--- config.mk ---
export PLATFORM = sky130hd
export DESIGN_NAME = peak_frame_tx
export DESIGN_NICKNAME = d
export VERILOG_FILES = /design/src/rtl/peak_frame_tx.sv
export SDC_FILE = /design/constraint.sdc
export NUM_CORES = 1
export LEC_CHECK = 0
export ABC_AREA = 1
export CORE_MARGIN = 5
export CORE_UTILIZATION = 30
export CTS_BUF_LIST = sky130_fd_sc_hd__clkbuf_8
export DETAILED_ROUTE_END_ITERATION = 10
export GPL_TIMING_DRIVEN = 0
export PLACE_DENSITY = 0.6
export SLEW_MARGIN = 40
export SYNTH_ARGS = -nofsm -noshare
export SYNTH_HDL_FRONTEND = slang
export SYNTH_SLANG_ARGS = --single-unit
--- constraint.sdc ---
create_clock -name clk -period 3.1 [get_ports clk]
set_input_delay 0.62 -clock clk [delete_from_list [all_inputs] [get_ports clk]]
set_output_delay 0.62 -clock clk [all_outputs]
set_load 0.02 [all_outputs]
--- src/rtl/peak_frame_tx.sv ---
// peak_frame_tx: snapshots the per-window peak after a settle delay and streams it
// as a 9-byte checksummed frame over a byte valid/ready link, counting dropped windows.
module peak_frame_tx #(
    parameter int         CAPTURE_DLY = 3,
    parameter logic [7:0] SYNC_BYTE   = 8'hA5
) (
    input  logic        clk,
    input  logic        rst,
    input  logic        win_pulse,
    input  logic [47:0] peak_in,
    output logic [7:0]  tx_data,
    output logic        tx_valid,
    input  logic        tx_ready,
    output logic        busy,
    output logic [7:0]  seq_num,
    output logic [15:0] overrun_cnt
);
    typedef enum logic [1:0] {IDLE, WAIT, SEND} state_t;
    state_t      state;
    logic [3:0]  cnt;
    logic [3:0]  idx;
    logic [47:0] snap;
    logic [7:0]  fseq;
    logic [7:0]  chk;
    logic [7:0]  next_byte;
    logic [71:0] frame;
    logic        last;
    logic        accept;
    assign chk = fseq ^ snap[47:40] ^ snap[39:32] ^ snap[31:24] ^ snap[23:16] ^ snap[15:8] ^ snap[7:0];
    assign frame = {SYNC_BYTE, fseq, snap, chk};
    // byte idx+1 of the frame, loaded into tx_data on each handshake
    assign next_byte = 8'(frame >> {4'd7 - idx, 3'b000});
    assign last = state == SEND && tx_valid && tx_ready && idx == 4'd8;
    assign accept = win_pulse && (state == IDLE || last);
    always_ff @(posedge clk) begin
        if (rst) begin
            state       <= IDLE;
            cnt         <= '0;
            idx         <= '0;
            snap        <= '0;
            fseq        <= '0;
            tx_data     <= '0;
            tx_valid    <= 1'b0;
            busy        <= 1'b0;
            seq_num     <= '0;
            overrun_cnt <= '0;
        end else begin
            if (win_pulse)
                seq_num <= seq_num + 8'd1;
            // a window arriving while a frame is still out is dropped; only its count survives
            if (win_pulse && !accept && overrun_cnt != 16'hFFFF)
                overrun_cnt <= overrun_cnt + 16'd1;
            if (accept) begin
                state <= WAIT;
                cnt   <= 4'(CAPTURE_DLY - 1);
                fseq  <= seq_num + 8'd1;
                busy  <= 1'b1;
            end
            case (state)
                WAIT: begin
                    if (cnt == 4'd0) begin
                        snap     <= peak_in;
                        idx      <= '0;
                        tx_data  <= SYNC_BYTE;
                        tx_valid <= 1'b1;
                        state    <= SEND;
                    end else begin
                        cnt <= cnt - 4'd1;
                    end
                end
                SEND: begin
                    if (tx_valid && tx_ready) begin
                        if (idx == 4'd8) begin
                            tx_valid <= 1'b0;
                            tx_data  <= '0;
                            if (!win_pulse) begin
                                state <= IDLE;
                                busy  <= 1'b0;
                            end
                        end else begin
                            idx     <= idx + 4'd1;
                            tx_data <= next_byte;
                        end
                    end
                end
                default: ;
            endcase
        end
    end
endmodule

==> results.yml <==
clock_network:
  holdBufCountCts: 0
  cts_inserted_buffers: 9
  cts.clk_slew.worst_paths_ns: 0.11
  insertion_delay_ns: 0.40
  cts_setup_buffers: 0
  cts_root_buf: "clkbuf_8"
  htree_levels: 3
  tritoncts: "yes"
  cts_resized: 0
  cts_buffer_depth: 2
  cts.sinks: 100
outcome:
  status: "finished clean"
pwr:
  irDropWorstVdd_mv: 0.2317
  power.total_mw: 3.464
  p_leak_nw: 2.840
  p_per_area_mw_per_mm2: 495.8
route:
  wl_per_cell_microns: 15.17
  ant_nets: 0
  drc_errors: 0
  drtIter0Drc: 542
  wl_microns: 18560
  drt_pass1_iterations: 7
  viasPerCell: 4.881
  vias: 5969
synthesis:
  synth_area_leaders: "dfxtp_1, nand2_1, a21oi_1"
  syn_avg_cell_area_sq_um: 6.361
  syn_inst: 890
  synth_top_cell_area_share_pct: 35.36
  netlist_area_sq_mm: 0.005662
  synth_seq_cells: 100
  yosysUniqueCellTypes: 39
  syn-num-nets: 951
  ys_warn_count: 0
  synth_top_cell_by_area: "dfxtp_1"
  synth_seq_area_share_pct: 35.36
flow_run:
  drv_cap: 0
place:
  gp_congestion: 0.8752
  io_buffer_count: 83
  dp.final_hpwl_microns: 13590
layout:
  final_cell_mix: "nand2_1, a21oi_1, inv_1, dfxtp_1, o21ai_0"
  mostFrequentLayoutCell: "nand2_1"
  drive_gt1_share_pct: 4.853
  n_antenna_cell: 0
  nets: 1045
  syn_to_final_growth_pct: 23.40
sta:
  final-hold-violation-count: 0
  timing.fmax_mhz: 384.4
  finalCriticalPeriod_ns: 2.601
  setup_viol: 0
  slew_violations: 0
  rsz0062_at_grt: "false"
  maxSlewHeadroom_pct: 45.71
  period_share_pct: 83.91
  worstMarginPinSlew_ns: 0.8143
  fin_setup_tns_ns: 0
  finalClockSkew_ns: 0.01756
setup_path:
  arrival_ns: 2.87
  path_max_fanout: 10
  critPathKind: "reg2reg"
  start_kind: "register"
  worstPathRequired_ns: 3.37
  worstSetupEndpointType: "register"
die:
  die_w_microns: 147.4
  num_rows: 50
  initial_core_util_pct: 30.37
  ios: 86
  design.die.area_sq_mm: 0.02172
  die_h_microns: 147.4
  coreArea_sq_mm: 0.01864
grt:
  grt_max_degree: 17
  grt_pass1_vias: 5712
  grt_use_total_pct: 17.17
  grt_pass1_wl_microns: 29610
  antenna_found_initial: 0
  grt_remaining_overflow: 0
hold_path:
  hp-class: "reg2reg"
-- flip-flops by register name, indices dropped and copies added (netlist names) --
register	count
tx_valid	1
cnt	4
busy	1
idx	4
seq_num	8
state	2
snap	48
overrun_cnt	16
fseq	8
tx_data	8
-- cell families (layout without fill, tap and decap cells) --
kind of cell / count (synthesis) / count (layout) / share of synthesized area (%)
and+or+nand+nor: 414 / 414 / 31.36
AOI/OAI and AO/OA: 216 / 216 / 20.35
buffers and inverters: 143 / 242 / 9.702
DFF: 100 / 100 / 35.36
adders and majority gates: 9 / 9 / 1.989
xor gates and xnor gates: 8 / 8 / 1.238
-- final cells by class --
type                       instances  area, sq um
buffer                            35        143.9
inverter                         108        405.4
clock buffer                      10        137.6
fill                            2040        11660
tap                              234        292.8
multi-input combinational        647         3110
timing repair buffer              83        830.8
sequential                       100         2002
clock inverter                     6        63.81
-- path summary, 6_finish.rpt --
check                           startpoint  cells after the start  slack (ns)         end
worst max-delay path                idx[0]                     12        0.50     fseq[6]
worst min-delay path            tx_data[1]                      2        0.47  tx_data[1]
worst max register to register      idx[0]                     12        0.50     fseq[6]
worst min register to register  tx_data[1]                      2        0.47  tx_data[1]
-- metal layers --
metal	up-vias	routed length (microns)	track usage (%)
met5	-	0	0
met4	0	324	4.567
met3	25	1553	6.039
met2	165	8548	28.50
met1	2679	8129	21.27
li1	3100	-	-
-- through the flow --
| stage | instance area [sq um] | cells | hold WS, ns | setup slack [ns] | util, % |
|---|---|---|---|---|---|
| floorplan | 5662 | 890 | 0.4363 | 1.078 | - |
| global placement | 6785 | 1207 | 0.4529 | 0.5818 | 36.40 |
| detailed placement | 6785 | 1207 | 0.4599 | 0.5661 | 36.40 |
| CTS | 6987 | 1223 | 0.4761 | 0.5452 | 37.48 |
| global route | 6987 | 1223 | 0.4916 | 0.3561 | 37.48 |
| finish | 6987 | 1223 | 0.4739 | 0.4988 | 37.48 |
-- Yosys cell counts (all sizes together) --
master	n
a21oi	108
nand3	82
o221a	1
nor2	51
ha	9
o221ai	4
a31oi	1
buf	13
o211ai	1
a211oi	7
clkinv	2
dfxtp	100
o31ai	1
nand2	266
and3	2
nand4	1
a22oi	2
inv	106
clkbuf	22
o21ai	87
a311oi	1
a221oi	2
xor2	8
nor4	1
nor3	11
o21a	1
-- critical path, stage by stage (launching register included) --
cell     delay (ns)
dfxtp_1        0.33
buf_2          0.17
inv_1          0.17
buf_2          0.31
ha_1           0.20
nand2_1        0.08
nor2_4         0.16
nand3_2        0.11
nand2_1        0.15
nand2_1        0.08
buf_2          0.18
o21ai_0        0.43
a21oi_1        0.07
-- where the power goes --
group          switching, mW  leakage (nW)  internal [mW]
Combinational          0.662          1.92          0.378
Sequential             0.114         0.818           1.42
Clock                  0.494         0.104          0.396
Power figures use the tool's default switching activity.
==> patch 1, RTL diff (same settings) <==
Encoding of `state_t`: now one-hot (3 bits for 3 states).
--- a/src/rtl/peak_frame_tx.sv
+++ b/src/rtl/peak_frame_tx.sv
@@ -16,5 +16,5 @@
     output logic [15:0] overrun_cnt
 );
-    typedef enum logic [1:0] {IDLE, WAIT, SEND} state_t;
+    typedef enum logic [2:0] {IDLE = 3'b001, WAIT = 3'b010, SEND = 3'b100} state_t;
     state_t      state;
     logic [3:0]  cnt;
Function: same outputs for any inputs over 10 cycles, from zero or initial values and one cycle with rst high; not proved beyond that.
==> patch 1 against the unedited design <==
Worst hold slack barely moved; count of clock-buffer cells in the layout rose by 1; routed wire length rose by 3.7%; sequential share of layout area up 0.14 points; total power decreased by 9.0%; setup slack lost 0.00058 ns; die area increased by 0.18%; critical path depth down 2; sequential cell count is 1 higher; largest power group unchanged; non-clock buffer count rose by 2; synthesized area is 0.20% higher; design area grew 0.52%; clock power increased by 12%; combinational power fell by 32%; largest cell class unchanged.
==> patch 1: results <==
metrics = {
    "synthesis": {
        "syn_nets": 945,
        "yosysSeqAreaShare_pct": 35.6,
        "synth.distinct_cells": 33,
        "ys_top_cells_by_count": "257 x nand2_1, 111 x a21oi_1, 101 x dfxtp_1, 96 x inv_1, 88 x o21ai_0",
        "synth_cells": 887,
    },
    "route": {
        "vias": 6140,
        "routed_wl_um": 19200,
        "first_pass_iters": 5,
        "dr.first_iter.drc_count": 448,
        "avgRoutedWirePerCell_um": 15.8,
    },
    "global_route": {
        "grt_use_total_pct": 17.5,
        "grt_start_max_net_pins": 16,
        "grt_pass1_wl_um": 29800,
        "grt_pass1_vias": 5546,
    },
    "power": {
        "power_leakage_nw": 2.74,
        "swShare_pct": 32.1,
        "comb_power_share_pct": 22.6,
        "power.internal_mw": 2.14,
    },
    "sta": {
        "skew_ns": 0.0142,
        "tightest_slew_ns": 0.852,
        "holdWs_ns": 0.474,
    },
    "cells_and_area": {
        "n_fill_cell": 2038,
        "drive_gt1_share_pct": 4.77,
    },
    "worst_hold_path": {
        "hp-start": "tx_data[4]",
    },
    "status": {
        "status": "complete, no violations",
    },
    "worst_setup_path": {
        "timing.rr.end": "fseq[5]",
        "rr_worst_depth": 10,
        "ff2ff_setup_slack_ns": 0.50,
    },
    "place": {
        "placed_cells": 1204,
        "place.gp.congestion": 0.850,
        "placed_area_um2": 6800,
    },
}
-- patch 1: worst max-delay path, cell delays in order (launching register included) --
cell	delay, ns
dfxtp_1	0.33
buf_2	0.16
inv_1	0.22
clkbuf_1	0.43
ha_1	0.22
nand3_1	0.12
o21ai_1	0.24
nand2_1	0.09
buf_2	0.19
o21ai_0	0.38
a21oi_1	0.08
-- patch 1: layer usage --
| layer | up-vias | routed length, um | GRT usage (%) |
|---|---|---|---|
| met5 | - | 0 | 0 |
| met4 | 0 | 369 | 5.03 |
| met3 | 25 | 1450 | 3.62 |
| met2 | 224 | 8520 | 27.9 |
| met1 | 2796 | 8900 | 24.0 |
| li1 | 3095 | - | - |
-- patch 1: worst max-delay path by stage --
| stage | endpoint | slack [ns] | depth (start not counted) |
|---|---|---|---|
| after floorplan | overrun_cnt[3] | 1.27 | 12 |
| after global placement | fseq[5] | 0.61 | 10 |
| after detailed placement | fseq[5] | 0.61 | 10 |
| final | fseq[5] | 0.50 | 10 |
| after global routing | fseq[5] | 0.31 | 10 |
| after CTS | fseq[5] | 0.59 | 10 |
-- patch 1: cell families (layout without fill, tap and decap cells) --
kind of cell             count (synthesis)  after routing  synth area share [%]
AO/OA/AOI/OAI                          224            224                  21.0
XOR/XNOR                                16             16                  2.47
adder cells (fa/ha/maj)                  6              6                  1.32
buffers and inverters                  138            237                  9.84
flip-flops                             101            101                  35.6
AND/OR/NAND/NOR                        402            402                  29.7
-- patch 1: area by class of cell --
class	instances	area (um^2)	area share, %
sequential	101	2020	28.8
buffer	37	179	2.55
clock buffer	11	151	2.16
tap	234	293	4.17
clock inverter	5	75.1	1.07
multi-input combinational	648	3090	44.0
timing repair buffer	83	831	11.8
inverter	101	379	5.40
==> patch 2, RTL diff (config.mk and constraints unchanged) <==
Made on the original files. Compare `idx` against `4'd8` with >= in place of ==.
--- a/src/rtl/peak_frame_tx.sv
+++ b/src/rtl/peak_frame_tx.sv
@@ -71,5 +71,5 @@
                 SEND: begin
                     if (tx_valid && tx_ready) begin
-                        if (idx == 4'd8) begin
+                        if (idx >= 4'd8) begin
                             tx_valid <= 1'b0;
                             tx_data  <= '0;
Formal check against the unedited RTL: same outputs for any inputs over 10 cycles, from zero or initial values and one cycle with rst high; that may be too few to reach the edited logic, so the function may still have changed.
==> patch 2 against the unedited design <==
Synthesized area is 0.64% lower; maximum frequency increased by 16%; routed wire length grew 6.5%; largest power group unchanged; synthesized cell count shrank 0.22%; total power is 0.33% lower; count of clock-buffer cells in the layout is the same; design area down 0.63%; first-iteration DRC count decreased by 5.4%; highest routed layer unchanged; sequential cell count stayed put; setup slack improved by 0.35 ns.
==> patch 2: results <==
metrics = {
    "worst_setup_path": {
        "timing.rr.end": "tx_data[4]",
        "crit_arrival_ns": 2.57,
        "rr_worst_depth": 11,
        "cp_max_fo": 6,
        "cp_slowest_cell": "clkdlybuf4s50_1",
        "r2r_start": "state[0]",
        "slowest_delay_ns": 0.45,
        "ff2ff_setup_slack_ns": 0.92,
    },
    "global_route": {
        "grt_pass1_vias": 5879,
        "grt_use_total_pct": 18.4,
        "grt_pass1_wl_um": 31200,
        "grt_start_max_net_pins": 15,
    },
    "synthesis": {
        "yosysSeqAreaShare_pct": 35.6,
        "synth.distinct_cells": 34,
        "synth.top_cells.by_area": "dfxtp_1 36%, nand2_1 18%, a21oi_1 10%",
        "ys_top_cells_by_count": "274 x nand2_1, 112 x a21oi_1, 100 x dfxtp_1, 92 x o21ai_0, 91 x inv_1",
    },
    "cells_and_area": {
        "antenna_cells": 0,
        "n_fill_cell": 2021,
        "fin_nets": 1043,
        "drive_gt1_share_pct": 3.95,
    },
    "route": {
        "dr.first_iter.drc_count": 513,
        "avgRoutedWirePerCell_um": 16.2,
        "viasPerCell": 5.01,
    },
    "place": {
        "place_hpwl_um": 14000,
        "place.gp.congestion": 0.901,
        "port_buffers": 84,
        "placed_area_um2": 6760,
    },
    "status": {
        "status": "complete, no violations",
    },
    "worst_hold_path": {
        "hold_end": "cnt[0]",
        "hold_depth": 1,
        "hp-start": "cnt[0]",
    },
    "power": {
        "peakVddDrop_mv": 0.213,
        "power.internal_mw": 2.19,
        "power_leakage_nw": 2.79,
    },
    "clocking": {
        "path_clk_slew_ns": 0.09,
        "clk_latency_ns": 0.39,
        "h-tree-depth": 3,
    },
    "sta": {
        "skew_ns": 0.0159,
        "tightest_slew_ns": 0.777,
    },
}
==> patch 2: cell types whose count changed after synthesis, sizes merged, moves of 3 or more <==
cell,before,now
nand2,266,277
o221ai,4,0
o21ai,87,94
inv,106,95
nand3,82,70
nand4,1,7
a21oi,108,113
buf,13,10
clkbuf,22,27
nor2,51,46
==> patch 2: power by group through the flow <==
stage	Clock [mW]	Combinational, mW	Sequential (mW)
2_1_floorplan	0	0.701	1.56
3_3_place_gp	0	1.04	1.55
3_5_place_dp	0	1.06	1.55
4_1_cts	0.866	1.06	1.53
5_1_grt	0.922	1.23	1.55
6_report	0.847	1.08	1.53
==> patch 2: per-stage QoR <==
| stage | utilization, % | setup slack [ns] | total power, mW | hold slack [ns] | cells |
|---|---|---|---|---|---|
| 5_1_grt | 37.4 | 0.699 | 3.70 | 0.502 | 1221 |
| 6_report | 37.4 | 0.848 | 3.45 | 0.475 | 1221 |
| 4_1_cts | 37.4 | 0.913 | 3.46 | 0.469 | 1221 |
| 2_1_floorplan | - | 1.26 | 2.26 | 0.436 | 888 |
| 3_5_place_dp | 36.4 | 0.504 | 2.61 | 0.453 | 1206 |
| 3_3_place_gp | 36.4 | 0.517 | 2.60 | 0.454 | 1206 |
==> patch 2: layout make-up <==
| cell class | instances | share of cell area (%) |
|---|---|---|
| buffer | 37 | 2.23 |
| multi-input combinational | 655 | 44.8 |
| inverter | 96 | 5.19 |
| clock buffer | 10 | 1.98 |
| clock inverter | 5 | 0.667 |
| timing repair buffer | 84 | 12.1 |
| tap | 234 | 4.22 |
| sequential | 100 | 28.8 |
==> patch 2: logic make-up (layout without fill, tap and decap cells) <==
family	after synthesis	count (layout)	share of synthesized area, %
and+or+nand+nor	416	416	31.4
AOI/OAI and AO/OA	220	220	20.3
buffers and inverters	133	232	9.16
DFF	100	100	35.6
xor gates and xnor gates	11	11	1.71
adders and majority gates	8	8	1.78
==> patch 2: worst max path at each step <==
stage | from | end | slack, ns
2_1_floorplan | overrun_cnt[0] | overrun_cnt[7] | 1.26
3_3_place_gp | tx_ready | tx_data[6] | 0.52
3_5_place_dp | tx_ready | tx_data[4] | 0.50
4_1_cts | tx_ready | tx_data[4] | 0.91
5_1_grt | tx_ready | tx_data[4] | 0.70
6_report | tx_ready | tx_data[4] | 0.85
==> patch 2: worst max-delay path: cells and delay by family <==
family | cells | cell delay (ns)
buffers and inverters | 3 | 0.75
and+or+nand+nor | 7 | 1.09
AOI/OAI and AO/OA | 1 | 0.12
==> patch 2: per-layer routing <==
| metal | track usage (%) | wire, um | vias to the layer above |
|---|---|---|---|
| li1 | - | - | 3083 |
| met1 | 24.3 | 8930 | 2764 |
| met2 | 28.6 | 8460 | 233 |
| met3 | 6.05 | 1860 | 37 |
| met4 | 5.59 | 514 | 0 |
| met5 | 0 | 0 | - |
